**src/rtl/udp_echo_agent.sv**
```systemverilog
// rtl/udp_echo_agent.sv - UDP echo agent: snoops rx datagrams, builds echo tx image (optional heartbeat: UDP_ECHO_HEARTBEAT_EN)
module udp_echo_agent #(
    parameter int          RXBUF_AWIDTH  = 6,
    parameter int          TXBUF_AWIDTH  = 6,
    parameter int          BUF_WORDS     = 16,
    parameter logic [15:0] ECHO_SRC_PORT = 16'd1234,
    parameter int          LED_LO_MAX    = 10,
    parameter int          LED_MID_MAX   = 20
`ifdef UDP_ECHO_HEARTBEAT_EN
    ,
    parameter int           HB_PERIOD = 2**27,
    parameter logic [159:0] HB_WORDS  = {32'h0000_0000, 32'h4842_4254, 32'h0000_0004,
                                         32'h04d2_04d2, 32'hffff_ffff}
`endif
) (
    input  logic                    clk_int,
    input  logic                    rst_n,
    input  logic [RXBUF_AWIDTH-1:0] rxbuf_addr,
    input  logic                    rxbuf_ce,
    input  logic                    rxbuf_we,
    input  logic [31:0]             rxbuf_wdata,
    input  logic                    rxbuf_cpu_grant,
    output logic                    rxbuf_cpu_rel,
    input  logic                    txbuf_cpu_grant,
    input  logic [TXBUF_AWIDTH-1:0] txbuf_addr,
    output logic [31:0]             txbuf_rdata,
    output logic                    txbuf_cpu_rel,
    output logic [2:0]              led,
    output logic [7:0]              ovf_cnt
);

    localparam logic [1:0] IDLE    = 2'd0;
    localparam logic [1:0] RX_REL  = 2'd1;
    localparam logic [1:0] TX_WAIT = 2'd2;
    localparam logic [1:0] TX_REL  = 2'd3;

    // The tx image is one word longer than the capture: the inserted size word shifts the payload.
    localparam int          IMG_WORDS = BUF_WORDS + 1;
    localparam logic [15:0] MAX_SIZE  = 16'(4 * (BUF_WORDS - 2));

    logic [1:0]  state;
    logic [31:0] cap_ram  [BUF_WORDS];
    logic [31:0] tx_img   [IMG_WORDS];
    logic [31:0] img_next [IMG_WORDS];
    logic [31:0] rd_next;
    logic [15:0] cap_size;
    logic [15:0] size_clip;
    logic [15:0] last_size;
    logic        trunc_flag;
    logic        wr_req;
    logic        wr_hit;
    logic        wr_drop;
    logic        load_echo;
    logic        load_hb;

    assign wr_req    = rxbuf_ce & rxbuf_we;
    assign wr_drop   = wr_req & ~wr_hit;
    assign load_echo = (state == IDLE) & rxbuf_cpu_grant;
    assign cap_size  = cap_ram[1][31:16];
    assign size_clip = (cap_size > MAX_SIZE) ? MAX_SIZE : cap_size;

    assign rxbuf_cpu_rel = (state == RX_REL);
    assign txbuf_cpu_rel = (state == TX_REL);

`ifdef UDP_ECHO_HEARTBEAT_EN
    localparam int HB_W = (HB_PERIOD > 2) ? $clog2(HB_PERIOD) : 1;

    logic [HB_W-1:0] hb_cnt;
    logic            hb_expire;

    assign hb_expire = (hb_cnt == HB_W'(HB_PERIOD - 1));
    assign load_hb   = (state == IDLE) & ~rxbuf_cpu_grant & hb_expire;

    // Heartbeat timer runs only in IDLE and wraps on every expiry, even if rx wins that cycle.
    always_ff @(posedge clk_int or negedge rst_n) begin
        if (!rst_n) begin
            hb_cnt <= '0;
        end else if (state == IDLE) begin
            hb_cnt <= hb_expire ? '0 : hb_cnt + 1'b1;
        end
    end
`else
    assign load_hb = 1'b0;
`endif

    // Decode whether the snooped write lands inside the capture window.
    always_comb begin
        wr_hit = 1'b0;
        for (int i = 0; i < BUF_WORDS; i++) begin
            if (rxbuf_addr == RXBUF_AWIDTH'(i)) wr_hit = 1'b1;
        end
    end

    // Capture RAM keeps snooping in every state; only the tx image is frozen.
    always_ff @(posedge clk_int) begin
        for (int i = 0; i < BUF_WORDS; i++) begin
            if (wr_req && rxbuf_addr == RXBUF_AWIDTH'(i)) cap_ram[i] <= rxbuf_wdata;
        end
    end

    // Build the next tx image: echo rewrite of the capture, or the fixed heartbeat.
    always_comb begin
        for (int k = 0; k < IMG_WORDS; k++) img_next[k] = '0;
`ifdef UDP_ECHO_HEARTBEAT_EN
        if (load_hb) begin
            for (int k = 0; k < 5; k++) img_next[k] = HB_WORDS[k*32 +: 32];
        end else
`endif
        begin
            img_next[0] = cap_ram[0];
            img_next[1] = {cap_ram[1][15:0], ECHO_SRC_PORT};
            img_next[2] = {16'd0, size_clip};
            for (int k = 3; k < IMG_WORDS; k++) img_next[k] = cap_ram[k-1];
        end
    end

    // Tx image changes only when a new echo or heartbeat is accepted in IDLE.
    always_ff @(posedge clk_int) begin
        if (load_echo || load_hb) begin
            for (int k = 0; k < IMG_WORDS; k++) tx_img[k] <= img_next[k];
        end
    end

    // Read mux; addresses past the image return zero.
    always_comb begin
        rd_next = '0;
        for (int k = 0; k < IMG_WORDS; k++) begin
            if (txbuf_addr == TXBUF_AWIDTH'(k)) rd_next = tx_img[k];
        end
    end

    // Registered tx read port.
    always_ff @(posedge clk_int or negedge rst_n) begin
        if (!rst_n) txbuf_rdata <= '0;
        else        txbuf_rdata <= rd_next;
    end

    // Handshake FSM; rx grant always wins over heartbeat and tx grant in IDLE.
    always_ff @(posedge clk_int or negedge rst_n) begin
        if (!rst_n) begin
            state <= IDLE;
        end else begin
            case (state)
                IDLE: begin
                    if (rxbuf_cpu_grant) state <= RX_REL;
                    else if (load_hb)    state <= TX_WAIT;
                end
                RX_REL:  state <= TX_WAIT;
                TX_WAIT: if (txbuf_cpu_grant) state <= TX_REL;
                TX_REL:  state <= IDLE;
                default: state <= IDLE;
            endcase
        end
    end

    // Latch the raw datagram size for the indicator when an echo is accepted.
    always_ff @(posedge clk_int or negedge rst_n) begin
        if (!rst_n)         last_size <= '0;
        else if (load_echo) last_size <= cap_size;
    end

    // Truncation is sticky per datagram and folded into the overflow count on rx release.
    always_ff @(posedge clk_int or negedge rst_n) begin
        if (!rst_n) begin
            trunc_flag <= 1'b0;
            ovf_cnt    <= '0;
        end else begin
            if (state == RX_REL) begin
                trunc_flag <= 1'b0;
                if (trunc_flag && ovf_cnt != 8'hff) ovf_cnt <= ovf_cnt + 8'd1;
            end
            if (wr_drop) trunc_flag <= 1'b1;
        end
    end

    // Size indicator: {blue, green, red}.
    always_comb begin
        if (last_size == 16'd0)                    led = 3'b000;
        else if (last_size <= 16'(LED_LO_MAX))     led = 3'b001;
        else if (last_size <= 16'(LED_MID_MAX))    led = 3'b010;
        else                                       led = 3'b100;
    end

endmodule
```
**config.mk**
```make
export PLATFORM = sky130hd
export DESIGN_NAME = udp_echo_agent
export DESIGN_NICKNAME = d
export VERILOG_FILES = /design/src/rtl/udp_echo_agent.sv
export SDC_FILE = /design/constraint.sdc
export NUM_CORES = 1
export LEC_CHECK = 0
export ABC_AREA = 1
export BUFFER_PORTS_ARGS = -buffer_cell sky130_fd_sc_hd__buf_2
export CAP_MARGIN = 40
export CELL_PAD_IN_SITES_DETAIL_PLACEMENT = 0
export CELL_PAD_IN_SITES_GLOBAL_PLACEMENT = 1
export CORE_MARGIN = 2
export CORE_UTILIZATION = 53
export DETAILED_ROUTE_END_ITERATION = 8
export GPL_TIMING_DRIVEN = 0
export PLACE_DENSITY_LB_ADDON = 0.1
export SYNTH_ARGS = -nofsm -noshare
export SYNTH_HDL_FRONTEND = slang
export SYNTH_SLANG_ARGS = --single-unit
export TNS_END_PERCENT = 10
```
**constraint.sdc**
```tcl
create_clock -name clk_int -period 15.09 [get_ports clk_int]
set_clock_uncertainty 0.15 [all_clocks]
set_input_delay 3.018 -clock clk_int [delete_from_list [all_inputs] [get_ports clk_int]]
set_output_delay 3.018 -clock clk_int [all_outputs]
set_load 0.005 [all_outputs]
```
==> key figures <==
Layout
  • Commonest non-fill, non-tap cell in the layout: edfxtp_1
  • Layout cells sized above 1: 13.2%
  • # diodes: 0
  • Final nets: 2519
  • Final core occ: 61.4%
  • Most frequent cells in the layout: edfxtp_1 (1024), nand2_1 (476), nor2_1 (180)
  • Area growth syn-to-layout: 15.1%

Clocking
  • Clk_lat worst skew: 0.65 ns
  • Clock buffer depth: 3
  • CTS Sinks: 1083
  • Resize count post-CTS: 0
  • Setup bufs post-CTS: 0
  • CTS tree: yes
  • Clock Pin Slew Worst Setup and Hold Paths: 0.06 ns
  • Clock root cell: clkbuf_16
  • CTS Hold Bufs: 0
  • H-tree levels: 3
  • CTS Buf Count: 106

Floorplan
  • Core Area: 0.0698 mm^2
  • Initial Utilization: 53.3%
  • Row cnt: 97
  • # IOs: 95
  • Die area: 0.0723 mm^2
  • Die height: 269 um
  • Die X: 269 um

Timing
  • FMAX: 0.194 GHz
  • Final setup fails: 0
  • Max-slew violations: 0
  • Worst-Margin Slew: 0.808 ns
  • Slew HR: 46.2%
  • Worst setup margin: 9.94 ns
  • Tcrit/Tclk final: 34.1%
  • Fin. Hold Viols: 0
  • WHS: 0.257 ns
  • Minimum clock period: 5.15 ns
  • Unrepaired setup endpoints after global routing: false

Setup path
  • Crit path kind: reg -> out
  • Crit. End Element: output pin
  • CP required: 11.92 ns
  • Crit-path max cell delay: 0.38 ns
  • Critical path, cell by cell: nor4_1 > nand2_1 > inv_1 > o311ai_0 > nor2_1 > buf_2
  • Crit-path slowest cell: dfrtp_1
  • Startpoint types: flop
  • Worst reg-to-reg setup slack: 12.12 ns
  • Worst Path Max Fanout: 2
  • WP data arrival: 1.98 ns

Synth
  • Register area share after synthesis: 86.7%
  • Largest family of logic cells by synthesized area: simple AND/OR/NAND/NOR gates
  • Mapped Cells: 2227
  • Mapped Area: 0.0372 mm^2
  • #FFs+latches synth: 1083
  • Distinct cells, synth: 32
  • Synth Area in Adders: 0.202%
  • Simple-Gate Fraction of Synth Area: 10.2%
  • Post-Syn Area per Cell: 16.7 um^2
  • Synth Area in Compound Gates: 0.744%
  • Mux contribution to synthesized area: 0%
  • Post-synthesis xor/xnor area fraction: 0.165%
  • Ys Warns: 0

Power
  • Final Power: 6480 uW
  • Power Density: 151 mW/mm^2
  • Peak supply drop: 0.000109 V
  • Static Leak: 0.0150 uW

Detailed routing
  • Final antenna-violating net count: 0
  • DRC Markers: 0
  • DRT Pass-1 Iters: 7
  • 1st-iter DRT viols: 1536
  • Drt wl/cell: 21.3 um
  • Post-Route WL: 74.4 mm
  • DR vias: 17951
  • Average via count per standard cell: 5.14

GRT
  • Total GRT Usage: 21.1%
  • Initial antenna violation count: 1
  • Vias in the first global route: 17999
  • First-pass GRT wire length: 110 mm
  • Largest net degree at the start of global routing: 130
  • GRT Residual Overflow: 0

Min path
  • Hold Crit Class: reg -> reg

Placed design
  • PortBufs: 94
  • Routability cong.: 0.790
  • Hpwl dp: 48.7 mm
  • Place WS: 9.34 ns

Status
  • Status: complete, no violations

Flow run
  • Max cap viols: 0
==> layer usage <==
| layer | global-route usage, % | up-vias | wire (um) |
|---|---|---|---|
| met5 | 0 | - | 13 |
| met1 | 28.1 | 8992 | 31600 |
| met4 | 5.50 | 2 | 1160 |
| met3 | 3.26 | 85 | 3580 |
| li1 | - | 8457 | - |
| met2 | 36.7 | 415 | 38100 |
==> logic make-up (layout without fill, tap and decap cells) <==
family                     Yosys count  count (layout)
buffers and inverters              197             513
DFF                               1083            1083
adders and majority gates            6               6
and+or+nand+nor                    880             880
other                                1              10
AOI/OAI and AO/OA                   53              53
xor gates and xnor gates             7               7
==> cells in the mapped netlist <==
| cell | count | area (um^2) |
|---|---|---|
| edfxtp_1 | 1024 | 30700 |
| nand2_1 | 476 | 1790 |
| nor2_1 | 196 | 736 |
| inv_1 | 144 | 541 |
| nand4_1 | 98 | 613 |
| dfrtp_1 | 59 | 1480 |
| nand3_1 | 46 | 230 |
| a21oi_1 | 32 | 160 |
| clkbuf_1 | 30 | 113 |
| or2_2 | 22 | 138 |
| buf_2 | 17 | 85.1 |
| o21ai_0 | 15 | 75.1 |
| or2_0 | 10 | 62.6 |
| ha_1 | 6 | 75.1 |
| nor2_2 | 6 | 37.5 |
| nor3_1 | 6 | 30.0 |
| inv_2 | 5 | 18.8 |
| and3_1 | 4 | 25.0 |
| nor2_4 | 4 | 45.0 |
| nor3b_1 | 4 | 30.0 |
| xor2_1 | 4 | 35.0 |
| nor4_1 | 3 | 18.8 |
| o22ai_1 | 3 | 18.8 |
| or2_1 | 3 | 18.8 |
| xnor2_1 | 3 | 26.3 |
| a31oi_1 | 1 | 6.26 |
| clkinv_1 | 1 | 3.75 |
| conb_1 | 1 | 3.75 |
| nand2_2 | 1 | 6.26 |
| nand3_2 | 1 | 10.0 |
| o21bai_1 | 1 | 7.51 |
| o311ai_0 | 1 | 8.76 |
==> flip-flops by register name (all words and copies together), names as in the netlist <==
register / flops
cap_ram: 512
last_size: 16
ovf_cnt: 8
state: 2
trunc_flag: 1
tx_img: 512
txbuf_rdata: 32
==> worst paths after layout <==
check | startpoint | end | depth (start not counted)
hold reg to reg | cap_ram[1][176]$_DFFE_PP_ | tx_img[0][464]$_DFFE_PP_ | 0
max in group asynchronous | rst_n | txbuf_rdata[28]$_DFF_PN0_ | 2
setup / recovery | last_size[12]$_DFFE_PN0P_ | led[1] | 6
setup reg to reg | state[1]$_DFFE_PN0P_ | tx_img[0][497]$_DFFE_PP_ | 6
min in group asynchronous | rst_n | last_size[2]$_DFFE_PN0P_ | 1
hold / removal | cap_ram[1][176]$_DFFE_PP_ | tx_img[0][464]$_DFFE_PP_ | 0
==> critical path, delay by kind of cell (launching register included) <==
kind / cells / cell delay [ns]
AOI/OAI and AO/OA: 1 / 0.15
DFF: 1 / 0.38
buffers and inverters: 2 / 0.22
and+or+nand+nor: 3 / 0.60
==> report_power, final <==
group | switching (uW) | internal, uW | total (uW)
Sequential | 68.8 | 3580 | 3650
Combinational | 267 | 79.8 | 347
Clock | 1070 | 1410 | 2490
Total | 1410 | 5080 | 6480
==> stage by stage <==
stage	instance area, um^2	setup TNS, ns	std cells
after floorplan	37200	0	2236
after global placement	38900	-1650.15	3270
after detailed placement	39500	0	3295
after CTS	42800	0	3492
after global routing	42800	0	3492
final	42800	0	3492
==> area by class of cell <==
class / count / area (um^2)
fillers: 5095 / 27000
clock inverters: 61 / 474
clock buffers: 136 / 2810
flip-flops and latches: 1083 / 32200
repair buffers: 119 / 1000
multi-input cells: 956 / 4360
well taps: 940 / 1180
plain buffers: 47 / 198
inverters: 150 / 571
No activity file was read; power rests on OpenSTA's default activity.
